==> src/rtl/maj_pipe_adder.sv <==
// Pipelined majority-gate ripple-carry adder/subtractor with valid/ready handshake.
// Carry chain is cut into zones of BITS_PER_STAGE cells; operands skew in, sums deskew out.
module maj_pipe_adder #(
    parameter int unsigned WIDTH          = 8,
    parameter int unsigned BITS_PER_STAGE = 2
) (
    input  logic             clk,
    input  logic             rst,
    input  logic             in_valid,
    output logic             in_ready,
    input  logic [WIDTH-1:0] a,
    input  logic [WIDTH-1:0] b,
    input  logic             cin,
    input  logic             sub,
    output logic             out_valid,
    input  logic             out_ready,
    output logic [WIDTH-1:0] sum,
    output logic             cout,
    output logic             ovf
);

    localparam int unsigned STAGES = (WIDTH + BITS_PER_STAGE - 1) / BITS_PER_STAGE;
    localparam int unsigned LAST   = STAGES - 1;

    function automatic logic maj3(input logic x, input logic y, input logic z);
        return (x & y) | (x & z) | (y & z);
    endfunction

    function automatic logic maj5(input logic x, input logic y, input logic z,
                                  input logic u, input logic w);
        logic [2:0] n;
        n = 3'(x) + 3'(y) + 3'(z) + 3'(u) + 3'(w);
        return n >= 3'd3;
    endfunction

    // Per-stage registers: skewed operands, partial sum, zone carry, valid.
    logic [WIDTH-1:0] st_a [STAGES];
    logic [WIDTH-1:0] st_b [STAGES];
    logic [WIDTH-1:0] st_s [STAGES];
    logic             st_c [STAGES];
    logic             st_v [STAGES];
    logic             ovf_r;

    logic [WIDTH-1:0] src_a [STAGES];
    logic [WIDTH-1:0] src_b [STAGES];
    logic [WIDTH-1:0] src_s [STAGES];
    logic             src_c [STAGES];
    logic             src_v [STAGES];
    logic [WIDTH-1:0] nx_s  [STAGES];
    logic             nx_c  [STAGES];
    logic             nx_ovf;
    logic             stall;

    assign stall     = st_v[LAST] & ~out_ready;
    assign in_ready  = ~stall;
    assign out_valid = st_v[LAST];
    assign sum       = st_s[LAST];
    assign cout      = st_c[LAST];
    assign ovf       = ovf_r;

    // Stage inputs and majority-cell zone evaluation.
    always_comb begin
        logic carry;
        logic cn;
        carry    = 1'b0;
        cn       = 1'b0;
        nx_ovf   = 1'b0;
        src_a[0] = a;
        src_b[0] = b ^ {WIDTH{sub}};
        src_c[0] = sub | cin;
        src_s[0] = '0;
        src_v[0] = in_valid;
        for (int unsigned k = 1; k < STAGES; k++) begin
            src_a[k] = st_a[k-1];
            src_b[k] = st_b[k-1];
            src_c[k] = st_c[k-1];
            src_s[k] = st_s[k-1];
            src_v[k] = st_v[k-1];
        end
        for (int unsigned k = 0; k < STAGES; k++) begin
            carry   = src_c[k];
            nx_s[k] = src_s[k];
            for (int unsigned i = 0; i < WIDTH; i++) begin
                if (i / BITS_PER_STAGE == k) begin
                    cn         = maj3(src_a[k][i], src_b[k][i], carry);
                    nx_s[k][i] = maj5(src_a[k][i], src_b[k][i], carry, ~cn, ~cn);
                    if (i == WIDTH - 1) begin
                        nx_ovf = carry ^ cn;
                    end
                    carry = cn;
                end
            end
            nx_c[k] = carry;
        end
    end

    // Pipeline advance; the output stage only updates its payload on a valid entry.
    always_ff @(posedge clk or posedge rst) begin
        if (rst) begin
            for (int unsigned k = 0; k < STAGES; k++) begin
                st_a[k] <= '0;
                st_b[k] <= '0;
                st_s[k] <= '0;
                st_c[k] <= 1'b0;
                st_v[k] <= 1'b0;
            end
            ovf_r <= 1'b0;
        end else if (!stall) begin
            for (int unsigned k = 0; k < STAGES; k++) begin
                st_v[k] <= src_v[k];
                if (k != LAST || src_v[k]) begin
                    st_a[k] <= src_a[k];
                    st_b[k] <= src_b[k];
                    st_s[k] <= nx_s[k];
                    st_c[k] <= nx_c[k];
                end
            end
            if (src_v[LAST]) begin
                ovf_r <= nx_ovf;
            end
        end
    end

endmodule

==> config.mk <==
export PLATFORM = sky130hd
export DESIGN_NAME = maj_pipe_adder
export DESIGN_NICKNAME = d
export VERILOG_FILES = /design/src/rtl/maj_pipe_adder.sv
export SDC_FILE = /design/constraint.sdc
export NUM_CORES = 1
export LEC_CHECK = 0
export CAP_MARGIN = 5
export CELL_PAD_IN_SITES_DETAIL_PLACEMENT = 1
export CELL_PAD_IN_SITES_GLOBAL_PLACEMENT = 2
export CORE_ASPECT_RATIO = 1.75
export CORE_MARGIN = 5
export CORE_UTILIZATION = 46
export CTS_CLUSTER_SIZE = 12
export DETAILED_ROUTE_END_ITERATION = 12
export DONT_BUFFER_PORTS = 1
export PLACE_DENSITY = 0.88
export SYNTH_ARGS = -nofsm -noshare
export SYNTH_HDL_FRONTEND = slang
export SYNTH_SLANG_ARGS = --single-unit
==> constraint.sdc <==
create_clock -name clk -period 4.3 [get_ports clk]
set_input_delay 0.43 -clock clk [delete_from_list [all_inputs] [get_ports clk]]
set_output_delay 0.43 -clock clk [all_outputs]
set_load 0.01 [all_outputs]
==> reports/results.ini <==
[run_status]
run_status=complete, no violations

[floorplanning]
die_y_um=107
floorplan.io_pins=34
dieWidth_um=65.5
design.core.area_um2=5260
floorplan.die_area_um2=7010
placementRows=35
initial_utilization_pct=47.1

[clock_tree]
clock_tree_from_tritoncts=yes
cts_sinks=53
numCtsBuffers=5
clock_tree.buffer_depth=2
post_cts_resized=0
ctsHoldBuffers=0
clock_tree.htree_level_count=2
count_of_buffers_added_by_post_cts_timing_repair_for_setup=0
clk_latency_ns=0.30
path_clk_slew_ns=0.09
clk_root_buffer_cell=clkbuf_8

[critical_path]
worst_ep_arrival_time_ns=2.23
endpoint_kind=register
path_max_fanout=9
worstSetupPathType=in -> reg
critical_path_required_ns=4.52
regToRegStartpoint=src_a[6]$_DFFE_PP0N_
critical_path.startpoint=sub
crit_path_start_kind=primary input

[layout]
area_delta_synth_final_pct=3.23
multi_input_comb_area_um2=985
fillCellCount=554
diodes=0
post-route-util_pct=48.6
drive_above_1_share_pct=21.9
finish.net_count=225
seq_area_um2=1330

[synth]
distinct_cell_type_count_after_synthesis=27
syn_nets=227
part_of_the_yosys_area_used_for_sequential_elements_pct=53.6
netlist_instances=193
ys_seq_elements=53
mappedNetlistArea_um2=2480
synth-warning-count=0
postSynthAreaPerCell_um2=12.8

[placement]
dp_hpwl_um=2950
gp_congestion=0.747
numPortBuffers=0

[pwr]
irDropWorstVdd_uv=234
static_leakage_nw=1.20
design_power_total_mw=1.76
power.density_cell_area_nw_per_um2=689

[sta]
slew-limit-headroom_pct=29.3
hold_violations=0
timing.setup.tns_ns=0
period_share_pct=46.7
grt_setup_unrepaired=no
worst_clock_skew_ns=0.00694
setup_violations_final=0
slew_violations=0
max_freq_mhz=498
hold_ws_ns=0.244
layout_min_cycle_time_ns=2.01
worst_slew_pin_slew_ns=1.06

[detailed_routing]
detail_route.wirelength_um=4030
detail_route.iter0.violations=26
wire_per_inst_um=16.3
dr_total_vias=1287
detail_route.vias_per_cell=5.21
drt_pre_antenna_iters=4
drt_drc_violations_left=0
postRouteAntennaNets=0

[flow_run]
drv.max_cap_violation_count=0

[hold_path]
hold_class=in -> reg
hold_path_startpoint=a[3]

[grt]
globalRouteOverflowTotal=0
global_route_wire_length_before_repair_um=7100
grt.total_usage_pct=13.3
first_global_vias=1478
number_of_antenna_violations_at_the_first_check_in_global_routing=0
grt_max_degree=73

[worst max-delay path, cell delays in order]
cell	delay (ns)
or2_2	0.30
inv_1	0.07
fa_1	0.19
inv_1	0.08
fa_1	0.41
ha_1	0.31
nand2_1	0.05
a31o_2	0.24
a41oi_2	0.14
[cell families (layout without fill, tap and decap cells)]
family | Yosys count | in the layout | share of synthesized area, %
buf+inv | 33 | 32 | 6.67
fa+ha+maj | 12 | 12 | 8.79
mux | 26 | 26 | 14.1
flops | 53 | 53 | 53.6
xor+xnor | 9 | 9 | 3.94
compound gates | 29 | 29 | 7.02
simple gates | 31 | 31 | 5.86
[where the power goes]
group / internal (mW) / switching (mW) / total (mW)
logic: 0.318 / 0.302 / 0.619
registers: 0.722 / 0.149 / 0.871
clock network: 0.113 / 0.158 / 0.271
total: 1.15 / 0.608 / 1.76
[per-stage QoR]
stage               setup slack, ns  std cells  cell area (um2)
floorplan                      1.96        193             2480
finish                         2.29        247             2560
global route                   2.20        247             2560
detailed placement             1.97        239             2470
global placement               2.06        239             2470
CTS                            2.28        247             2560
[registers in the layout, indices dropped and copies added (netlist names)]
name / cells
nx_s: 12
src_a: 12
src_b: 12
sum: 8
src_c: 3
src_v: 3
cout: 1
out_valid: 1
ovf: 1
[placed cells by master (no fill, tap or decap)]
cell and instances:
a21oi_1 11, a21oi_2 1, a31o_2 1, a31oi_1 2
a41oi_2 1, clkbuf_8 5, clkinv_2 2, clkinvlp_4 1
dfrtp_1 53, fa_1 9, ha_1 3, inv_1 23
inv_2 1, mux2_2 8, mux2_4 16, mux2i_1 2
nand2_1 13, nand2_4 1, nand2b_1 1, nand2b_4 1
nor2_1 12, nor3b_1 1, o21ai_0 12, o22ai_2 1
or2_2 2, xnor2_1 5, xor2_1 3, xor2_4 1
[synth_stat cells]
cell	count	area, um2
a41oi_2	1	16.3
inv_1	24	90.1
nor2_1	12	45.0
fa_1	9	180
mux2_4	16	240
a31oi_1	2	12.5
o22ai_2	1	12.5
buf_2	3	15.0
nand2b_1	1	6.26
nand2_4	1	11.3
or2_2	2	12.5
mux2i_1	2	20.0
mux2_2	8	90.1
ha_1	3	37.5
xnor2_1	5	43.8
xor2_4	1	27.5
buf_6	5	56.3
xor2_1	3	26.3
o21ai_0	12	60.1
a21oi_1	11	55.1
clkbuf_1	1	3.75
nand2_1	13	48.8
a31o_2	1	8.76
dfrtp_1	53	1330
nor3b_1	1	7.51
a21oi_2	1	8.76
nand2b_4	1	13.8
[cell type report]
class | count | area share, %
Sequential cell | 53 | 51.9
Multi-Input combinational cell | 107 | 38.5
Inverter | 24 | 3.52
Clock buffer | 5 | 2.69
Tap cell | 55 | 2.69
Clock inverter | 3 | 0.685
[per-layer routing]
metal	global-route usage [%]	vias to the layer above	routed length, um
met5	0	-	0
met4	5.34	0	47
met3	3.98	4	185
met2	22.3	32	2140
met1	15.7	641	1660
li1	-	610	-
[final timing paths]
path | end | depth (start not counted) | slack, ns
min in group asynchronous | sum[2]$_DFFE_PP0P_ | 1 | 0.26
hold / removal | src_a[19]$_DFFE_PP0N_ | 2 | 0.24
setup reg to reg | ovf$_DFFE_PP0P_ | 5 | 2.42
setup / recovery | nx_s[17]$_DFFE_PP0N_ | 9 | 2.29
max in group asynchronous | out_valid$_DFFE_PP0N_ | 1 | 3.40
hold reg to reg | src_a[6]$_DFFE_PP0N_ | 2 | 0.50
Power figures use the tool's default switching activity.
